$ cat src/rtl/umi_cmd_encode_if.sv
// umi_cmd_encode_if
//   Bundles the request, packet-output and response-credit signals of the
//   UMI command encoder.
//   Ports (by group):
//     req_*       : request handshake and fields (valid/ready, op, atype,
//                   size, dstaddr, srcaddr, data)
//     out_*       : encoded packet handshake and fields (valid/ready, cmd,
//                   dstaddr, srcaddr, data)
//     resp_done   : one non-posted response retired (one-cycle pulse)
//     outstanding : current count of outstanding non-posted requests
//     err_atype   : pulse, request dropped for an illegal atomic subtype
//   Modports: slave = encoder side, master = requester/consumer side.
interface umi_cmd_encode_if #(
    parameter int CW     = 32,
    parameter int AW     = 64,
    parameter int DW     = 64,
    parameter int MAXOUT = 8
);
    localparam int OW = $clog2(MAXOUT + 1);

    logic          req_valid;
    logic          req_ready;
    logic [2:0]    req_op;
    logic [3:0]    req_atype;
    logic [3:0]    req_size;
    logic [AW-1:0] req_dstaddr;
    logic [AW-1:0] req_srcaddr;
    logic [DW-1:0] req_data;

    logic          out_valid;
    logic          out_ready;
    logic [CW-1:0] out_cmd;
    logic [AW-1:0] out_dstaddr;
    logic [AW-1:0] out_srcaddr;
    logic [DW-1:0] out_data;

    logic          resp_done;
    logic [OW-1:0] outstanding;
    logic          err_atype;

    modport slave (
        input  req_valid, req_op, req_atype, req_size,
               req_dstaddr, req_srcaddr, req_data,
        output req_ready,
        output out_valid, out_cmd, out_dstaddr, out_srcaddr, out_data,
        input  out_ready,
        input  resp_done,
        output outstanding, err_atype
    );

    modport master (
        output req_valid, req_op, req_atype, req_size,
               req_dstaddr, req_srcaddr, req_data,
        input  req_ready,
        input  out_valid, out_cmd, out_dstaddr, out_srcaddr, out_data,
        output out_ready,
        output resp_done,
        input  outstanding, err_atype
    );
endinterface

$ cat src/rtl/umi_cmd_encode.sv
// umi_cmd_encode
//   Encodes a request (op, atomic subtype, size, addresses, data) into a UMI
//   command word and buffers the resulting packet in a 2-entry skid FIFO.
//   Tracks outstanding non-posted requests against MAXOUT credits and drops
//   atomics carrying an illegal subtype, flagging them on err_atype.
//   Ports:
//     clk   : single clock, rising edge
//     reset : synchronous active-high reset
//     bus   : umi_cmd_encode_if.slave (request in, packet out, credits)
module umi_cmd_encode #(
    parameter int CW     = 32,
    parameter int AW     = 64,
    parameter int DW     = 64,
    parameter int MAXOUT = 8
) (
    input  logic           clk,
    input  logic           reset,
    umi_cmd_encode_if.slave bus
);
    localparam int OW = $clog2(MAXOUT + 1);

    localparam logic [2:0] OP_POSTED = 3'd2;
    localparam logic [2:0] OP_ATOMIC = 3'd4;
    localparam logic [2:0] OP_LINK   = 3'd7;

    typedef struct packed {
        logic [CW-1:0] cmd;
        logic [AW-1:0] dst;
        logic [AW-1:0] src;
        logic [DW-1:0] data;
    } pkt_t;

    // Head register drives the outputs directly; skid holds the second entry.
    pkt_t          out_pkt_reg;
    logic          out_valid_reg;
    pkt_t          skid_pkt_reg;
    logic          skid_valid_reg;
    logic [OW-1:0] outstanding_reg;
    logic          err_atype_reg;

    logic [CW-1:0] cmd_enc;
    pkt_t          new_pkt;
    logic          non_posted;
    logic          atype_bad;
    logic          credit_ok;
    logic          accept;
    logic          push;
    logic          pop;
    logic          inc;
    logic          dec;

    // Opcode nibble is {op,1}: 1,3,5,...,D; LINK overrides the whole low byte.
    // Bit 0 is therefore always set, so an all-zero low byte never leaves.
    always_comb begin
        cmd_enc = '0;
        if (bus.req_op == OP_LINK) begin
            cmd_enc[7:0] = 8'h0F;
        end else begin
            cmd_enc[3:0] = {bus.req_op, 1'b1};
        end
        if (bus.req_op == OP_ATOMIC) begin
            cmd_enc[15:8] = {4'h0, bus.req_atype};
        end
        cmd_enc[19:16] = bus.req_size;
    end

    assign new_pkt = '{cmd: cmd_enc, dst: bus.req_dstaddr,
                       src: bus.req_srcaddr, data: bus.req_data};

    assign non_posted = (bus.req_op != OP_POSTED) && (bus.req_op != OP_LINK);
    assign atype_bad  = (bus.req_op == OP_ATOMIC) && (bus.req_atype > 4'd8);

    // Credits only gate non-posted traffic; posted requests flow regardless.
    assign credit_ok     = !((outstanding_reg == OW'(MAXOUT)) && non_posted);
    assign bus.req_ready = !reset && !(out_valid_reg && skid_valid_reg) && credit_ok;

    assign accept = bus.req_valid && bus.req_ready;
    // An illegal atomic is handshaken normally but never enters the FIFO.
    assign push   = accept && !atype_bad;
    assign pop    = out_valid_reg && bus.out_ready;
    assign inc    = push && non_posted;
    // A response with nothing outstanding is ignored rather than underflowing.
    assign dec    = bus.resp_done && (outstanding_reg != '0);

    always_ff @(posedge clk) begin
        if (reset) begin
            out_pkt_reg     <= '0;
            out_valid_reg   <= 1'b0;
            skid_pkt_reg    <= '0;
            skid_valid_reg  <= 1'b0;
            outstanding_reg <= '0;
            err_atype_reg   <= 1'b0;
        end else begin
            err_atype_reg <= accept && atype_bad;

            if (inc && !dec) begin
                outstanding_reg <= outstanding_reg + OW'(1);
            end else if (dec && !inc) begin
                outstanding_reg <= outstanding_reg - OW'(1);
            end

            // Head slot is free (empty or draining this cycle): refill it from
            // the skid entry first to preserve order, else from the new request.
            // A full FIFO never pushes, so skid and push are exclusive here.
            if (!out_valid_reg || pop) begin
                if (skid_valid_reg) begin
                    out_pkt_reg    <= skid_pkt_reg;
                    out_valid_reg  <= 1'b1;
                    skid_valid_reg <= 1'b0;
                end else if (push) begin
                    out_pkt_reg    <= new_pkt;
                    out_valid_reg  <= 1'b1;
                end else begin
                    out_valid_reg  <= 1'b0;
                end
            end else if (push) begin
                skid_pkt_reg   <= new_pkt;
                skid_valid_reg <= 1'b1;
            end
        end
    end

    assign bus.out_valid   = out_valid_reg;
    assign bus.out_cmd     = out_pkt_reg.cmd;
    assign bus.out_dstaddr = out_pkt_reg.dst;
    assign bus.out_srcaddr = out_pkt_reg.src;
    assign bus.out_data    = out_pkt_reg.data;
    assign bus.outstanding = outstanding_reg;
    assign bus.err_atype   = err_atype_reg;
endmodule

$ cat src/flat_wrapper.sv
// flat-port wrapper written by rule: the top's interface ports become plain ports
module umi_cmd_encode_flat 
#(
    parameter int CW     = 32,
    parameter int AW     = 64,
    parameter int DW     = 64,
    parameter int MAXOUT = 8
)
  (clk, reset, bus_req_valid, bus_req_op, bus_req_atype, bus_req_size, bus_req_dstaddr, bus_req_srcaddr, bus_req_data, bus_req_ready, bus_out_valid, bus_out_cmd, bus_out_dstaddr, bus_out_srcaddr, bus_out_data, bus_out_ready, bus_resp_done, bus_outstanding, bus_err_atype);
  umi_cmd_encode_if #(.CW(CW), .AW(AW), .DW(DW), .MAXOUT(MAXOUT)) bus_i ();
  input  logic clk;
  input  logic reset;
  input wire logic [$bits(bus_i.req_valid)-1:0] bus_req_valid;
  input wire logic [$bits(bus_i.req_op)-1:0] bus_req_op;
  input wire logic [$bits(bus_i.req_atype)-1:0] bus_req_atype;
  input wire logic [$bits(bus_i.req_size)-1:0] bus_req_size;
  input wire logic [$bits(bus_i.req_dstaddr)-1:0] bus_req_dstaddr;
  input wire logic [$bits(bus_i.req_srcaddr)-1:0] bus_req_srcaddr;
  input wire logic [$bits(bus_i.req_data)-1:0] bus_req_data;
  output wire logic [$bits(bus_i.req_ready)-1:0] bus_req_ready;
  output wire logic [$bits(bus_i.out_valid)-1:0] bus_out_valid;
  output wire logic [$bits(bus_i.out_cmd)-1:0] bus_out_cmd;
  output wire logic [$bits(bus_i.out_dstaddr)-1:0] bus_out_dstaddr;
  output wire logic [$bits(bus_i.out_srcaddr)-1:0] bus_out_srcaddr;
  output wire logic [$bits(bus_i.out_data)-1:0] bus_out_data;
  input wire logic [$bits(bus_i.out_ready)-1:0] bus_out_ready;
  input wire logic [$bits(bus_i.resp_done)-1:0] bus_resp_done;
  output wire logic [$bits(bus_i.outstanding)-1:0] bus_outstanding;
  output wire logic [$bits(bus_i.err_atype)-1:0] bus_err_atype;
  assign bus_i.req_valid = bus_req_valid;
  assign bus_i.req_op = bus_req_op;
  assign bus_i.req_atype = bus_req_atype;
  assign bus_i.req_size = bus_req_size;
  assign bus_i.req_dstaddr = bus_req_dstaddr;
  assign bus_i.req_srcaddr = bus_req_srcaddr;
  assign bus_i.req_data = bus_req_data;
  assign bus_req_ready = bus_i.req_ready;
  assign bus_out_valid = bus_i.out_valid;
  assign bus_out_cmd = bus_i.out_cmd;
  assign bus_out_dstaddr = bus_i.out_dstaddr;
  assign bus_out_srcaddr = bus_i.out_srcaddr;
  assign bus_out_data = bus_i.out_data;
  assign bus_i.out_ready = bus_out_ready;
  assign bus_i.resp_done = bus_resp_done;
  assign bus_outstanding = bus_i.outstanding;
  assign bus_err_atype = bus_i.err_atype;
  umi_cmd_encode #(.CW(CW), .AW(AW), .DW(DW), .MAXOUT(MAXOUT)) u_core (.clk(clk), .reset(reset), .bus(bus_i));
endmodule
$ cat config.mk
export PLATFORM = sky130hd
export DESIGN_NAME = umi_cmd_encode_flat
export DESIGN_NICKNAME = d
export VERILOG_FILES = /design/src/rtl/umi_cmd_encode_if.sv /design/src/rtl/umi_cmd_encode.sv /design/src/flat_wrapper.sv
export SDC_FILE = /design/constraint.sdc
export NUM_CORES = 1
export LEC_CHECK = 0
export ABC_AREA = 1
export CAP_MARGIN = 40
export CELL_PAD_IN_SITES_DETAIL_PLACEMENT = 1
export CELL_PAD_IN_SITES_GLOBAL_PLACEMENT = 1
export CORE_ASPECT_RATIO = 0.9
export CORE_MARGIN = 2
export CORE_UTILIZATION = 44
export DETAILED_ROUTE_END_ITERATION = 8
export DONT_BUFFER_PORTS = 1
export PLACE_DENSITY = 0.78
export SYNTH_ARGS = -nofsm -noshare
export SYNTH_HDL_FRONTEND = slang
export SYNTH_SLANG_ARGS = --single-unit
$ cat constraint.sdc
create_clock -name clk -period 2.7 [get_ports clk]
set_clock_uncertainty 0.1 [all_clocks]
set_input_delay 0.405 -clock clk [delete_from_list [all_inputs] [get_ports clk]]
set_output_delay 0.405 -clock clk [all_outputs]
set_load 0.1 [all_outputs]
# ---- Yosys cells after proc, flatten, opt, wreduce, memory -nomap -nowiden
# Cells that the tools add are included.
dict set report totals {
  out_inout_bits 231
  regBits 439
  inputBits 208
}
dict set report op_classes {
  reduce_logical 28
  n_eq_ne 5
  addsub 2
  muxes 8
  bitwise_logic 1
  n_lt_le_gt_ge 1
}
# op n
set op_table {}
lappend op_table {{224-bit two-way mux} 2}
lappend op_table {{4-bit two-way mux} 4}
lappend op_table {{1-bit logical AND} 14}
lappend op_table {{1-bit zero test} 7}
lappend op_table {{3-bit equality test, second input constant} 2}
lappend op_table {{4-bit by 1-bit adder with 4-bit output, second input constant} 1}
lappend op_table {{4-bit equality test, second input constant} 1}
lappend op_table {{4-bit > comparator, second input constant} 1}
lappend op_table {{2-bit AND reduction} 2}
lappend op_table {{2-bit nonzero test} 2}
lappend op_table {{4-bit nonzero test} 1}
lappend op_table {{4-bit by 1-bit subtractor with 4-bit output, second input constant} 1}
lappend op_table {{3-bit by 2-bit inequality test with 1-bit output, second input constant} 1}
lappend op_table {{3-bit inequality test, second input constant} 1}
lappend op_table {{1-bit two-way mux} 2}
lappend op_table {{2-bit OR reduction} 1}
lappend op_table {{1-bit logical OR} 1}
lappend op_table {{1-bit NOT} 1}

# ---- Logic depth before layout (Yosys ltp)
# Gate-level depths: netlist of run 1.
dict set report depth {
  ltp_word 12
  mapped_depth 15
}

# ---- Worst setup path before layout of run 1
# Ideal clock, no wire load.
dict set report synth_timing {
  kind {register -> output}
  from {reg u_core.outstanding_reg[0], in the netlist u_core.bus.outstanding[0]}
  to {out bus_req_ready}
  t_required_ns 2.195
  arrival_time_ns 3.567
  n_path_buf 0
  path_slack_ns -1.372
  stages_incl_launch_ff 5
  cell_sequence {dfxtp_1 -> inv_1 -> nand2_1 -> nor2_1 -> a21boi_0}
}
dict set report synth_between {
  elab_chain_cells 4
}
# element line
set synth_rtl {}
lappend synth_rtl {{from (decl)} umi_cmd_encode.sv:38} ;# logic [OW-1:0] outstanding_reg;
lappend synth_rtl {{from (signal assigned)} umi_cmd_encode.sv:97} ;# outstanding_reg <= outstanding_reg + OW'(1);
lappend synth_rtl {{from (signal assigned)} umi_cmd_encode.sv:99} ;# outstanding_reg <= outstanding_reg - OW'(1);
lappend synth_rtl {{4-bit equality test} umi_cmd_encode.sv:74} ;# assign credit_ok = !((outstanding_reg == OW'(MAXOUT)) && non_posted);
lappend synth_rtl {{1-bit logical AND} umi_cmd_encode.sv:74}
lappend synth_rtl {{1-bit zero test} umi_cmd_encode.sv:74}
lappend synth_rtl {{1-bit logical AND} umi_cmd_encode.sv:75} ;# assign bus.req_ready = !reset && !(out_valid_reg && skid_valid_reg) && credit_ok;
lappend synth_rtl {{to (decl)} flat_wrapper.sv:20} ;# output wire logic [$bits(bus_i.req_ready)-1:0] bus_req_ready;
# Every way passes these cells.

# ---- Worst setup path in the final report of run 1
dict set report layout_timing {
  from {reg u_core.out_valid_reg, in the netlist u_core.bus.out_valid}
  to {reg u_core.skid_pkt_reg[147] in the netlist's numbering}
}
dict set report layout_between {
  elab_chain_cells 7
  word_cells_on_any_way 11
}
# element line
set layout_rtl {}
lappend layout_rtl {{from (decl)} umi_cmd_encode.sv:35} ;# logic out_valid_reg;
lappend layout_rtl {{from (signal assigned)} umi_cmd_encode.sv:88} ;# out_valid_reg <= 1'b0;
lappend layout_rtl {{from (signal assigned)} umi_cmd_encode.sv:108} ;# out_valid_reg <= 1'b1;
lappend layout_rtl {{from (signal assigned)} umi_cmd_encode.sv:112} ;# out_valid_reg <= 1'b1;
lappend layout_rtl {{1-bit logical AND} umi_cmd_encode.sv:75}
lappend layout_rtl {{1-bit zero test} umi_cmd_encode.sv:75}
lappend layout_rtl {{1-bit logical AND (2 in a row)} umi_cmd_encode.sv:75}
lappend layout_rtl {{1-bit logical AND} umi_cmd_encode.sv:77} ;# assign accept = bus.req_valid && bus.req_ready;
lappend layout_rtl {{1-bit logical AND} umi_cmd_encode.sv:79} ;# assign push = accept && !atype_bad;
lappend layout_rtl {{2-bit AND reduction (no line) *} n/a}
lappend layout_rtl {{to (signal assigned)} umi_cmd_encode.sv:117} ;# skid_pkt_reg <= new_pkt;
lappend layout_rtl {{to (decl)} umi_cmd_encode.sv:36} ;# pkt_t skid_pkt_reg;
# Mark *: on every way between the ends. The rest lies on a longest branch, timed or not.
# A chain may end at the register's enable or synchronous reset.

==> impl_metrics.tcl, run 1 <==
set metrics [dict create \
    gpl.final_weighted_congestion 0.814 \
    drt.antenna.violating_nets 0 \
    yosys_register_bits 415 \
    antenna_violations_before_repair 20 \
    cts_sinks 415 \
    synth_warn 0 \
    yosys.area.top_type_share_pct 45.1 \
    finalPower_mw 19.4 \
    maxClockFrequency_mhz 383 \
    route.detailed.wl_per_inst_um 21.6 \
    worstMarginPinSlew_ns 1.12 \
    cap_viol_max_count 0 \
    worstSetupPathType "reg2reg" \
    grt_setup_unrepaired "no" \
    critPathRequiredTime_ns 3.08 \
    core_region_area_um2 41600 \
    initial_utilization_pct 44.3 \
    critPathBufInv 5 \
    layout.cells.most_common "sky130_fd_sc_hd__nand2_1" \
    power_density_of_the_placed_cells_nw_per_um2 785 \
    ctsLongestPathBuffers 3 \
    cts_root_buf "sky130_fd_sc_hd__clkbuf_16" \
    area.growth.synth_to_final_pct 34.2 \
    buffer_ports.inserted 0 \
    worst_setup_path_start_kind "flop" \
    detail_route.iter0.violations 1604 \
    worst_setup_hold_path_clk_slew_ns 0.07 \
    number_of_global_route_vias_before_repair 22545 \
    congestion_overflow_gr 0 \
    netlist-cell-type-count 27 \
    leakage_nw 12.8 \
    setup_total_neg_slack_ns 0 \
    post_route_cells_drive_above_1_share_pct 10.0 \
    post-cts-setup-buffer-count 0 \
    finalMaxSlewViolations 0 \
    report.final.setup_viol 0 \
    fillerInstances 5309 \
    firstDrtPassIters 5 \
    detailedPlacementHpwl_mm 41.9 \
    top_area_cells_in_the_synthesized_netlist "sky130_fd_sc_hd__dfxtp_1 (45%), sky130_fd_sc_hd__nand2_1 (21%), sky130_fd_sc_hd__nor2_1 (17%)" \
    final.period_utilization_pct 96.7 \
    vias 20754 \
    post_synthesis_instance_area_um2 18400 \
    finalWirelength_mm 82.6 \
    classification_of_the_worst_slack_hold_path "in2reg" \
    clock_tree_from_tritoncts "done" \
    period_minus_slack_ns 2.61 \
    crit_family "buffers and inverters" \
    fin_nets 3439 \
    cts_buffers 45 \
    gr-usage-all-layers_pct 36.5 \
    grt_pass1_wl_mm 125 \
    largest_register_ff_count 204 \
    floorplan.die.width_um 220 \
    max-vdd-ir-drop_uv 676 \
    grt_max_degree 206 \
    critical_path.max_stage_delay_ns 0.34 \
    crit_fanout 67 \
    crit_path_end_kind "flop" \
    cp_cell_sequence "buf_4, inv_1, nor2_1, inv_1, nor2_4, buf_12, buf_12, o21ai_0, nor2_1" \
    outcome "finished, final reports clean" \
    drcViolationCount 0 \
    via_per_inst 5.43 \
    die_h_um 198 \
    regArea_um2 8320 \
    most-common-layout-cells "sky130_fd_sc_hd__nand2_1 (1016), sky130_fd_sc_hd__nor2_1 (816), sky130_fd_sc_hd__dfxtp_1 (410)" \
    cp.arrival_ns 2.99 \
    synth_cells 2908 \
    slew-limit-headroom_pct 25.3 \
    number_of_primary_i_o_pins 439 \
    dieArea_um2 43500 \
    final_hold_viol_count 0 \
    clk_latency_ns 0.58 \
    multi_input_area_um2 8290 \
    synth_sequential_area_ratio_pct 45.1 \
    h_tree_depth 2 \
    cell_type_contributing_the_most_total_cell_area_after_synthesis "sky130_fd_sc_hd__dfxtp_1" \
    crit_path_top_delay_cell "sky130_fd_sc_hd__dfxtp_1" \
    placement_rows 71 \
    average_size_of_a_mapped_cell_um2 6.34 \
]
[worst min-delay path: stages]
cell and delay [ns]:
sky130_fd_sc_hd__nand2_1 0.04, sky130_fd_sc_hd__nand2_1 0.06, sky130_fd_sc_hd__nor2_1 0.06, sky130_fd_sc_hd__nor2_1 0.09
[worst paths after layout]
check,from,end,slack (ns),cells after the start
worst min-delay path,bus_req_srcaddr[37],u_core.bus.out_srcaddr[37],0.008,4
worst min register to register,u_core.bus.outstanding[1],u_core.bus.outstanding[1],0.38,2
worst max-delay path,u_core.bus.out_valid,u_core.skid_pkt_reg[147],0.09,9
worst max register to register,u_core.bus.out_valid,u_core.skid_pkt_reg[147],0.09,9
[synth_stat cells]
cell type,number
sky130_fd_sc_hd__a21oi_1,11
sky130_fd_sc_hd__dfxtp_1,415
sky130_fd_sc_hd__nor2_4,1
sky130_fd_sc_hd__mux2i_1,1
sky130_fd_sc_hd__nand4_4,1
sky130_fd_sc_hd__inv_1,216
sky130_fd_sc_hd__clkbuf_1,93
sky130_fd_sc_hd__buf_8,1
sky130_fd_sc_hd__nor2_1,816
sky130_fd_sc_hd__xor2_1,3
sky130_fd_sc_hd__buf_2,58
sky130_fd_sc_hd__nand3_2,2
sky130_fd_sc_hd__a21boi_0,1
sky130_fd_sc_hd__nor2_8,1
sky130_fd_sc_hd__o21ai_0,208
sky130_fd_sc_hd__o31ai_1,2
sky130_fd_sc_hd__ha_1,3
sky130_fd_sc_hd__buf_4,21
sky130_fd_sc_hd__fa_1,1
sky130_fd_sc_hd__inv_2,2
sky130_fd_sc_hd__buf_6,24
sky130_fd_sc_hd__nand2_2,2
sky130_fd_sc_hd__a31oi_1,1
sky130_fd_sc_hd__conb_1,1
sky130_fd_sc_hd__buf_1,2
sky130_fd_sc_hd__nand3_1,4
sky130_fd_sc_hd__nand2_1,1017
[power breakdown]
group | internal, mW | switching [mW] | total, mW
combinational | 1.53 | 4.65 | 6.18
clock | 3.58 | 2.74 | 6.32
sequential | 6.58 | 0.326 | 6.90
[layer usage]
metal	part of all wire, %	global-route usage, %	vias to the layer above
li1	-	-	9260
met1	37	39.0	10168
met2	49	63.6	921
met3	7.3	9.89	397
met5	0.070	0	-
met4	6.9	23.4	8
[kinds of logic after synthesis]
kind of cell	share of synthesized area, %
simple gates	37.9
buf+inv	10.4
flops	45.1
compound gates	6.11
fa+ha+maj	0.312
xor+xnor	0.143
other cells	0.0204
mux	0.0543
[per-stage QoR]
step                setup WS, ns  hold slack [ns]  instance area (um2)  cells  util [%]
detailed placement         0.178            0.369                21200   3519      50.9
global route              0.0130           0.0147                24700   3819      59.5
finish                    0.0890          0.00762                24700   3822      59.5
global placement           0.245            0.361                19500   3423      46.8
floorplan                 0.0189            0.343                18500   2927         -
CTS                        0.152         0.000242                24700   3803      59.3
[final cells by class]
type / count / share of cell area, %
flip-flops and latches: 415 / 33.6
multi-input cells: 2095 / 33.5
repair buffers: 452 / 20.7
clock buffers: 67 / 5.38
inverters: 218 / 3.38
well taps: 547 / 2.77
clock inverters: 9 / 0.400
diodes: 19 / 0.192
[what timing repair did]
action                                 4_1_cts  5_1_grt
hold buffers                               208        0
endpoints found under the hold margin      391        0
setup endpoints to repair                    0        8
resized for setup                            0        3
No activity file was read; power rests on OpenSTA's default activity.
==> run 2: changes to the inputs <==
==> constraint.sdc (replaced) <==
create_clock -name clk -period 2.41 [get_ports clk]
set_clock_uncertainty 0.1 [all_clocks]
set_input_delay 0.3615 -clock clk [delete_from_list [all_inputs] [get_ports clk]]
set_output_delay 0.3615 -clock clk [all_outputs]
set_load 0.1 [all_outputs]
==> impl_metrics.tcl, run 2 (synthesis results as in run 1) <==
set metrics [dict create \
    timing.reg2reg.setup_slack_ns 0.09 \
    post_route_cells_drive_above_1_share_pct 10.8 \
    cts_buffers 46 \
    finalWirelength_mm 74.1 \
    largest_register_ff_count 204 \
    final_hold_viol_count 0 \
    die_h_um 198 \
    reg2regPathDepth 12 \
    area.growth.synth_to_final_pct 30.5 \
    via_per_inst 5.17 \
    detail_route.iter0.violations 1096 \
    grt_max_degree 206 \
    classification_of_the_worst_slack_hold_path "in2reg" \
    buffer_ports.inserted 0 \
    crit_path_end_kind "flop" \
    cp_cell_sequence "inv_1, nand2_2, nor2_2, nand2_2, nand4_4, buf_4, nand2_1, nand2_4, buf_16, nand2_1, nand2_1, nor2_1" \
    power_density_of_the_placed_cells_nw_per_um2 898 \
    worst_setup_path_endpoint "u_core.bus.out_dstaddr[40]" \
    number_of_global_route_vias_before_repair 21528 \
    dieArea_um2 43500 \
    cts_sinks 415 \
    r2r_start "u_core.bus.outstanding[0]" \
    initial_utilization_pct 44.3 \
    firstDrtPassIters 5 \
    cts_root_buf "sky130_fd_sc_hd__clkbuf_16" \
    worstSetupPathType "reg2reg" \
    clock_tree_from_tritoncts "done" \
    placement_rows 71 \
    worstMarginPinSlew_ns 1.14 \
    antenna_violations_before_repair 9 \
    most-common-layout-cells "sky130_fd_sc_hd__nand2_1 (1013), sky130_fd_sc_hd__nor2_1 (814), sky130_fd_sc_hd__dfxtp_1 (409)" \
    route.detailed.wl_per_inst_um 19.4 \
    finalMaxSlewViolations 0 \
    core_region_area_um2 41600 \
    floorplan.die.width_um 220 \
    grt_pass1_wl_mm 115 \
    critical-path-top-cell-by-count "sky130_fd_sc_hd__nand2_1" \
    congestion_overflow_gr 0 \
    slew-limit-headroom_pct 23.8 \
    vias 19793 \
    gpl.final_weighted_congestion 0.834 \
    stdcell_count 3828 \
    detailedPlacementHpwl_mm 39.5 \
    ctsLongestPathBuffers 3 \
    h_tree_depth 2 \
    leakage_nw 12.6 \
    numPlacedInstances 3519 \
    r2r_end "u_core.bus.out_dstaddr[40]" \
    crit_path_top_delay_cell "sky130_fd_sc_hd__dfxtp_4" \
    clk_latency_ns 0.58 \
    maxClockFrequency_mhz 432 \
    cap_viol_max_count 0 \
    worst_setup_hold_path_clk_slew_ns 0.06 \
    crit_fanout 103 \
    report.final.setup_viol 0 \
    gr-usage-all-layers_pct 33.1 \
    number_of_primary_i_o_pins 439 \
    drcViolationCount 0 \
    grt_setup_unrepaired "yes" \
    final.period_utilization_pct 96.1 \
    period_minus_slack_ns 2.32 \
    cp.arrival_ns 2.68 \
    max-vdd-ir-drop_uv 541 \
    layout.cells.most_common "sky130_fd_sc_hd__nand2_1" \
    drt.antenna.violating_nets 0 \
    fin_nets 3446 \
    critPathRequiredTime_ns 2.77 \
    critical_path.max_stage_delay_ns 0.34 \
    setup_total_neg_slack_ns 0 \
    critical_path.startpoint "u_core.bus.outstanding[0]" \
    worst_setup_path_start_kind "flop" \
    outcome "finished, final reports clean" \
]
## run 2: repair_timing
item / in CTS / in global routing
gates resized for setup: 4 / 17
pin swaps: 0 / 6
gates cloned: 2 / 0
endpoints found under the hold margin: 408 / 2
endpoints found under the setup margin: 76 / 177
setup buffers: 0 / 3
hold buffers: 208 / 1
## run 2: final cells by class
class	instances	area (um2)
clock inverters	7	61.3
fillers	5406	17500
inverters	218	836
flip-flops and latches	415	8330
diodes	13	32.5
well taps	547	684
repair buffers	458	4250
clock buffers	75	1480
multi-input cells	2095	8360
## run 2: how the worst min path moves through the flow
| stage | cells after the start | end | from | slack [ns] |
|---|---|---|---|---|
| floorplan | 1 | u_core.bus.out_valid | reset | 0.32 |
| global placement | 1 | u_core.skid_valid_reg | reset | 0.33 |
| detailed placement | 1 | u_core.skid_valid_reg | reset | 0.33 |
| CTS | 4 | u_core.bus.out_cmd[9] | bus_req_atype[1] | 0.001 |
| global route | 3 | u_core.bus.out_data[50] | reset | 0.03 |
| finish | 3 | u_core.bus.out_data[51] | reset | 0.01 |
## run 2: per-stage QoR
step	hold WS [ns]	setup slack, ns	cell area [um2]	utilization (%)	power [mW]
2_1_floorplan	0.323	0.0494	18500	-	12.5
3_3_place_gp	0.330	0.0432	20200	48.5	13.5
3_5_place_dp	0.330	-0.0849	20200	48.5	13.7
4_1_cts	0.00116	-0.0260	23900	57.5	21.3
5_1_grt	0.0265	-0.0180	24000	57.8	22.3
6_report	0.0139	0.0937	24000	57.8	21.6
## run 2: report_power, final
part           leakage, nW  switching [mW]  internal (mW)  total (mW)
clock network        0.769            3.05           4.29        7.34
registers             3.39           0.202           7.38        7.58
logic                 8.43            5.21           1.45        6.66
## run 2: metal layers
layer	track usage (%)	vias up	wire, um
met1	36.1	9546	28300
met3	9.26	276	5450
met5	0	-	27
met4	17.8	6	4110
met2	58.1	693	36200
li1	-	9272	-
## run 2: critical path: cells and delay by family (launching register included)
family	cells	cell delay [ns]
buf+inv	3	0.57
flops	1	0.34
simple gates	9	1.08
